$ cat src/rtl/div_pkg.sv
// Shared types and constants for the EX-stage integer divider.
//   div_state_t  : divider FSM states
//   DIV_CYCLES   : restoring steps per 32-bit division
//   DIV_ZERO_LO  : quotient returned for a zero divisor
package div_pkg;

    typedef enum logic [1:0] {
        IDLE = 2'd0,
        BUSY = 2'd1,
        DONE = 2'd2
    } div_state_t;

    localparam int unsigned DIV_CYCLES  = 32;
    localparam logic [31:0] DIV_ZERO_LO = 32'hFFFF_FFFF;

endpackage

$ cat src/rtl/div_unit.sv
// Multi-cycle radix-2 restoring divider for DIV/DIVU in the EX stage.
// Stalls the pipeline while dividing, then holds the result until EX advances.
// Ports:
//   clk, rst           : clock, asynchronous active-high reset
//   div_enE            : EX instruction is DIV/DIVU
//   div_signedE        : 1 = signed DIV, 0 = DIVU
//   src_aE, src_bE     : dividend, divisor (after forwarding)
//   stallE, flushE     : EX stall / flush from the hazard unit
//   div_stallE         : pipeline stall request (combinational)
//   div_ready          : result valid (FSM in DONE)
//   hiE, loE           : remainder, quotient
module div_unit
    import div_pkg::*;
#(
    parameter int unsigned WIDTH = 32
) (
    input  logic             clk,
    input  logic             rst,
    input  logic             div_enE,
    input  logic             div_signedE,
    input  logic [WIDTH-1:0] src_aE,
    input  logic [WIDTH-1:0] src_bE,
    input  logic             stallE,
    input  logic             flushE,
    output logic             div_stallE,
    output logic             div_ready,
    output logic [WIDTH-1:0] hiE,
    output logic [WIDTH-1:0] loE
);

    localparam int unsigned    CYCLES  = (WIDTH == 32) ? DIV_CYCLES : WIDTH;
    localparam int unsigned    CNT_W   = $clog2(CYCLES);
    localparam logic [WIDTH-1:0] ZERO_LO = (WIDTH == 32) ? WIDTH'(DIV_ZERO_LO) : {WIDTH{1'b1}};

    function automatic logic [WIDTH-1:0] f_neg(input logic [WIDTH-1:0] x);
        return ~x + WIDTH'(1);
    endfunction

    function automatic logic [WIDTH-1:0] f_abs(input logic [WIDTH-1:0] x, input logic sgn);
        return (sgn && x[WIDTH-1]) ? f_neg(x) : x;
    endfunction

    div_state_t       r_state, w_state_next;
    logic [WIDTH-1:0] r_q, w_q_next;
    logic [WIDTH-1:0] r_rem, w_rem_next;
    logic [WIDTH-1:0] r_b, w_b_next;
    logic [CNT_W-1:0] r_count, w_count_next;
    logic             r_q_neg, w_q_neg_next;
    logic             r_r_neg, w_r_neg_next;
    logic [WIDTH-1:0] r_hi, w_hi_next;
    logic [WIDTH-1:0] r_lo, w_lo_next;
    logic             r_ready;

    // One restoring step; the shifted remainder needs WIDTH+1 bits for large divisors.
    logic [WIDTH:0]   w_shift;
    logic             w_ge;
    logic [WIDTH:0]   w_diff;
    logic [WIDTH-1:0] w_rem_step;
    logic [WIDTH-1:0] w_q_step;

    assign w_shift    = {r_rem, r_q[WIDTH-1]};
    assign w_ge       = (w_shift >= {1'b0, r_b});
    assign w_diff     = w_shift - {1'b0, r_b};
    assign w_rem_step = w_ge ? w_diff[WIDTH-1:0] : w_shift[WIDTH-1:0];
    assign w_q_step   = {r_q[WIDTH-2:0], w_ge};

    // State register and datapath registers
    always_ff @(posedge clk or posedge rst) begin
        if (rst) begin
            r_state <= IDLE;
            r_q     <= '0;
            r_rem   <= '0;
            r_b     <= '0;
            r_count <= '0;
            r_q_neg <= 1'b0;
            r_r_neg <= 1'b0;
            r_hi    <= '0;
            r_lo    <= '0;
            r_ready <= 1'b0;
        end else begin
            r_state <= w_state_next;
            r_q     <= w_q_next;
            r_rem   <= w_rem_next;
            r_b     <= w_b_next;
            r_count <= w_count_next;
            r_q_neg <= w_q_neg_next;
            r_r_neg <= w_r_neg_next;
            r_hi    <= w_hi_next;
            r_lo    <= w_lo_next;
            r_ready <= (w_state_next == DONE);
        end
    end

    // Next-state and datapath update; flush abandons work and keeps old hi/lo
    always_comb begin
        w_state_next  = r_state;
        w_q_next      = r_q;
        w_rem_next    = r_rem;
        w_b_next      = r_b;
        w_count_next  = r_count;
        w_q_neg_next  = r_q_neg;
        w_r_neg_next  = r_r_neg;
        w_hi_next     = r_hi;
        w_lo_next     = r_lo;

        unique case (r_state)
            IDLE: begin
                if (div_enE && !flushE) begin
                    w_q_next     = f_abs(src_aE, div_signedE);
                    w_b_next     = f_abs(src_bE, div_signedE);
                    w_q_neg_next = div_signedE & (src_aE[WIDTH-1] ^ src_bE[WIDTH-1]);
                    w_r_neg_next = div_signedE & src_aE[WIDTH-1];
                    w_rem_next   = '0;
                    w_count_next = '0;
                    if (src_bE == '0) begin
                        w_lo_next    = ZERO_LO;
                        w_hi_next    = src_aE;
                        w_state_next = DONE;
                    end else begin
                        w_state_next = BUSY;
                    end
                end
            end
            BUSY: begin
                if (flushE) begin
                    w_state_next = IDLE;
                end else begin
                    w_q_next     = w_q_step;
                    w_rem_next   = w_rem_step;
                    w_count_next = r_count + CNT_W'(1);
                    if (r_count == CNT_W'(CYCLES - 1)) begin
                        w_lo_next    = r_q_neg ? f_neg(w_q_step) : w_q_step;
                        w_hi_next    = r_r_neg ? f_neg(w_rem_step) : w_rem_step;
                        w_state_next = DONE;
                    end
                end
            end
            DONE: begin
                if (flushE || !stallE) begin
                    w_state_next = IDLE;
                end
            end
            default: w_state_next = IDLE;
        endcase
    end

    // Independent of stallE so there is no loop through the hazard unit
    assign div_stallE = div_enE & ~flushE & (r_state != DONE);
    assign div_ready  = r_ready;
    assign hiE        = r_hi;
    assign loE        = r_lo;

endmodule

$ cat config.mk
export PLATFORM = sky130hd
export DESIGN_NAME = div_unit
export DESIGN_NICKNAME = d
export VERILOG_FILES = /design/src/rtl/div_pkg.sv /design/src/rtl/div_unit.sv
export SDC_FILE = /design/constraint.sdc
export NUM_CORES = 1
export LEC_CHECK = 0
export CAP_MARGIN = 20
export CORE_ASPECT_RATIO = 1.4
export CORE_MARGIN = 4
export CORE_UTILIZATION = 30
export DETAILED_ROUTE_END_ITERATION = 12
export MAX_ROUTING_LAYER = met4
export SYNTH_ARGS = -nofsm -noshare
export SYNTH_HDL_FRONTEND = slang
export SYNTH_SLANG_ARGS = --single-unit
$ cat constraint.sdc
create_clock -name clk -period 6.4 [get_ports clk]
set_input_delay 1.6 -clock clk [delete_from_list [all_inputs] [get_ports clk]]
set_output_delay 1.6 -clock clk [all_outputs]
set_load 0.01 [all_outputs]
Word level (Yosys, flattened, before mapping). Index checks and enable logic that the tools add are counted.

Input bits: 70. Register bits after elaboration: 170. Output and inout port bits: 66. Logic and storage cells: 78.

Reductions and logical operators: 12. Magnitude comparators: 1. Bitwise gates (word level): 10. Equality and inequality tests: 9. Muxes and demuxes: 30. Add/subtract/negate cells: 6.

Operator list (number): $mux W32 (17); $pmux W32 S2 (4); $add A32 B1 Y32 const B (4); $not A32 Y32 (4); $ge A33 B32 Y1 (1); $logic_not A32 Y1 (1); $sub A32 B32 Y32 (1); $mux W2 (5); $mux W5 (2); $ne A2 B2 Y1 const B (5); $pmux W5 S2 (1); $pmux W2 S3 (1); $add A5 B1 Y5 const B (1); $eq A5 B5 Y1 const B (1); $reduce_and A5 Y1 (1); $and A1 B1 Y1 (4); $eq A2 B2 Y1 const B (2); $logic_and A1 B1 Y1 (3); $reduce_and A3 Y1 (1); $eq A2 B1 Y1 const B (1); $logic_not A1 Y1 (2); $logic_not A2 Y1 (1); $reduce_and A2 Y1 (1); $reduce_bool A2 Y1 (1); other kinds (3) (3).

Longest topological paths before layout.
Word-level depth: 8. Depth in mapped cells: 24. Depth with buffers taken out: 19.

Worst setup path before layout. OpenSTA, ideal clock, no wires.

Kind: flip-flop to flip-flop. Start: register r_rem[10]. End: register r_hi[28] (netlist: hiE[28]). Arrival: 5.138 ns. Required time: 6.272 ns. Setup time: 0.128 ns. Path slack: 1.134 ns. Cell stages (with the launch flop): 21. Path buffers: 4. Clock period less this slack: 5.266 ns. Cells stage by stage: dfrtp_1 > ha_1 > nand4_2 > or4_1 > o311a_1 > a21bo_1 > nand2_2 > buf_2 > buf_4 > clkbuf_1 > clkbuf_1 > a21oi_1 > inv_1 > ha_1 > o2111a_1 > nand4_1 > o41a_1 > or4_4 > o41ai_2 > xnor2_1 > o22ai_1.

Longest elaborated chain between the ends: 8. Elaborated cells on any way between the ends: 9. Classes of those cells: add/sub (2); order compare (1); mux (5); bitwise (1).

RTL lines: from (decl) (line div_unit.sv:45) `logic [WIDTH-1:0] r_rem, w_rem_next;`; from (signal assigned) (line div_unit.sv:83) `r_rem <= w_rem_next;`; $sub A32 B32 Y32 / $ge A33 B32 Y1 (equally long branches) (line div_unit.sv:63, div_unit.sv:62); $mux W32 (*) (line div_unit.sv:64) `assign w_rem_step = w_ge ? w_diff[WIDTH-1:0] : w_shift[WIDTH-1:0];`; $not A32 Y32 (line div_unit.sv:36) `return ~x + WIDTH'(1);`; $add A32 B1 Y32 (line div_unit.sv:36); $mux W32 (*) (line div_unit.sv:133) `w_hi_next = r_r_neg ? f_neg(w_rem_step) : w_rem_step;`; $mux W32 (*) (line div_unit.sv:131) `if (r_count == CNT_W'(CYCLES - 1)) begin`; $mux W32 (*) (line div_unit.sv:125) `if (flushE) begin`; $pmux W32 S2 (*) (line div_unit.sv:106) `unique case (r_state)`; to (signal assigned) (line div_unit.sv:88) `r_hi <= w_hi_next;`; to (decl) (line div_unit.sv:50) `logic [WIDTH-1:0] r_hi, w_hi_next;`.

Every way passes the cells marked *; elsewhere a longest branch is shown, timed or not. The select of a mux whose other input is x is not followed. A chain may end at the register's enable or synchronous reset.

Worst setup path in the final report.
Start: register r_rem[7]. End: register r_hi[28] (netlist: hiE[28]).

The elaborated chain is that of the path after synthesis.

==> impl_metrics.env <==
export IMPL_status="completed"
export IMPL_path_clk_slew_ns=0.06
export IMPL_setup_viol_count_final=0
export IMPL_finalPower_uw=3560
export IMPL_first_pass_iters=6
export IMPL_hold_buffers=0
export IMPL_hp_class="reg -> reg"
export IMPL_die_area_um2=43900
export IMPL_grt_start_max_net_pins=97
export IMPL_ys_seq_elements=170
export IMPL_cts_resized=0
export IMPL_rsz0062_at_grt="false"
export IMPL_grt_pass1_vias=11000
export IMPL_place_congestion=0.973
export IMPL_cts_tree="done"
export IMPL_critical_path_max_fanout=17
export IMPL_p_per_area_nw_per_um2=243
export IMPL_yosys_warnings=0
export IMPL_maxCapViolCount=0
export IMPL_clockBufferDepth=2
export IMPL_ir_drop_v=0.000209
export IMPL_synth_xor_area_frac=0.0892
export IMPL_postCtsSetupBuffers=0
export IMPL_p_leak_uw=0.00605
export IMPL_routed_wl_mm=37.3
export IMPL_viasPerCell=5.28
export IMPL_nets=1741
export IMPL_antenna_found_initial=0
export IMPL_hpwl_mm=28.7
export IMPL_numCtsBuffers=17
export IMPL_coreArea_um2=40200
export IMPL_synth_edff_count=0
export IMPL_dr_total_vias=11500
export IMPL_mappedNetlistNets=1652
export IMPL_end_kind="register"
export IMPL_finalSetupTns_ns=0
export IMPL_timing_fmax_ghz=0.185
export IMPL_syn_cell_area_um2=12200
export IMPL_h_tree_depth=4
export IMPL_drive_above_1_share=0.0523
export IMPL_grt_usage=0.175
export IMPL_fin_crit_sh=0.846
export IMPL_yosysTopAreaCell="dfrtp_1"
export IMPL_wl_per_cell_um=17.1
export IMPL_cts_sinks=170
export IMPL_crit_arrival_ns=5.74
export IMPL_die_w_um=178
export IMPL_path_class="reg -> reg"
export IMPL_fillers=4102
export IMPL_drtIter0Drc=805
export IMPL_grt_pass1_wl_mm=60.1
export IMPL_synth_cell_type_count=75
export IMPL_period_needed_ns=5.41
export IMPL_start_util=0.303
export IMPL_synth_most_common_cell="nand2_1"
export IMPL_synth_top_area_frac=0.350
export IMPL_worstSetupStartpointType="register"
export IMPL_yosys_top_cells_area="dfrtp_1 (35%), o21ai_0 (7.0%), nand2_1 (6.3%)"
export IMPL_synth_compound_area_frac=0.240
export IMPL_clock_skew_final_ns=0.0112
export IMPL_ys_seq_area_frac=0.350
export IMPL_drv_slew=0
export IMPL_boundaryPins=136
export IMPL_placementRows=87
export IMPL_fp_dieH_um=246
export IMPL_synth_async_reset_ratio=1.00
export IMPL_critPathRequiredTime_ns=6.73
export IMPL_synthAdderAreaFrac=0.0407
export IMPL_io_buffer_count=135
export IMPL_syn_instance_count=1543
export IMPL_grt_overflow=0
export IMPL_synth_ff_type="dfrtp_1"
export IMPL_slew_headroom=0.296
export IMPL_yosys_top_cells_count="nand2_1 (204), o21ai_0 (171), dfrtp_1 (170)"
export IMPL_drtAntennaViolNets=0
export IMPL_syn2layout_area_growth_pct=20.4
export IMPL_muxShareOfSynthArea=0.0264
export IMPL_worstMarginPinSlew_ns=1.05
export IMPL_synthSimpleGateAreaFrac=0.207
export IMPL_cts_root_buffer="clkbuf_16"
export IMPL_drc=0
export IMPL_worst_skew_pair_late_latency_ns=0.46
export IMPL_synth_area_per_cell_um2=7.89
export IMPL_antenna_cells=0
export IMPL_finalHoldViolCount=0
export IMPL_synth_top_family_by_area="compound AO/OA/AOI/OAI gates"
## registers in the layout (all words and copies together) (netlist names)
signal / flops
r_q_neg: 1
div_ready: 1
r_q: 32
r_state: 2
loE: 32
r_b: 32
r_r_neg: 1
hiE: 32
r_rem: 32
r_count: 5
## report_power, final
| group | internal (uW) | switching, uW | total, uW | leakage (uW) |
|---|---|---|---|---|
| combinational | 476 | 689 | 1160 | 0.00364 |
| sequential | 1210 | 150 | 1360 | 0.00213 |
| clock | 592 | 444 | 1040 | 0.000276 |
## stage by stage
stage	utilization	setup WS (ns)	area, um^2	hold WS [ns]	cells
global placement	0.350	0.850	14100	0.463	2146
finish	0.365	0.986	14700	0.479	2177
detailed placement	0.350	0.767	14100	0.471	2146
CTS	0.365	1.00	14600	0.485	2176
global route	0.365	0.691	14700	0.505	2177
floorplan	-	0.197	12200	0.450	1543
## cell usage in the layout, fill, tap and decap left out, types with 22 or more instances in the layout
cell,n
a21oi_1,143
a31oi_1,33
buf_4,22
clkdlybuf4s50_1,135
dfrtp_1,170
ha_1,38
inv_1,58
mux2i_1,22
nand2_1,204
nand3_1,25
nor2_1,138
nor3_1,34
nor4_1,25
o21ai_0,171
o31ai_1,25
xnor2_1,53
xor2_1,71
## critical path: stages, from the launching register on
cell and delay (ns):
dfrtp_1 0.45, ha_1 0.56, nand4_2 0.16, or4_1 0.56, o311a_1 0.37, a21bo_1 0.22, nand2_2 0.29, mux2i_1 0.36
ha_1 0.27, o2111a_1 0.24, nand4_1 0.21, o41a_1 0.47, or4_4 0.60, o41ai_2 0.26, xnor2_1 0.16, o22ai_1 0.09
## logic make-up after synthesis
kind of cell / after synthesis
simple gates: 542
mux: 31
compound gates: 488
xor+xnor: 124
buf+inv: 149
flops: 170
fa+ha+maj: 39
## final timing paths
path / cells past startpoint / endpoint / startpoint / slack, ns
setup / recovery: 15 / hiE[28]$_DFFE_PP0P_ / r_rem[7]$_DFFE_PP0P_ / 0.99
hold / removal: 2 / r_b[22]$_DFFE_PP0P_ / r_b[22]$_DFFE_PP0P_ / 0.48
setup reg to reg: 15 / hiE[28]$_DFFE_PP0P_ / r_rem[7]$_DFFE_PP0P_ / 0.99
hold reg to reg: 2 / r_b[22]$_DFFE_PP0P_ / r_b[22]$_DFFE_PP0P_ / 0.48
max in group asynchronous: 3 / r_count[0]$_DFFE_PP0P_ / rst / 3.76
min in group asynchronous: 2 / r_q[6]$_DFFE_PP0P_ / rst / 1.70
## cell type report
type                            count  area, um^2  area share
Timing Repair Buffer              159        1550       0.106
Clock buffer                       24         512      0.0349
Clock inverter                      6        62.6     0.00427
Inverter                           60         230      0.0157
Multi-Input combinational cell   1224        7380       0.503
Sequential cell                   170        4250       0.290
Tap cell                          534         668      0.0456
## metal layers
metal,track usage,vias up,wire length (um)
met2,0.297,305,18600
met1,0.215,5445,16000
li1,-,5688,-
met4,0.0538,0,911
met5,-,-,0
met3,0.0256,58,1770
Power figures use the tool's default switching activity.
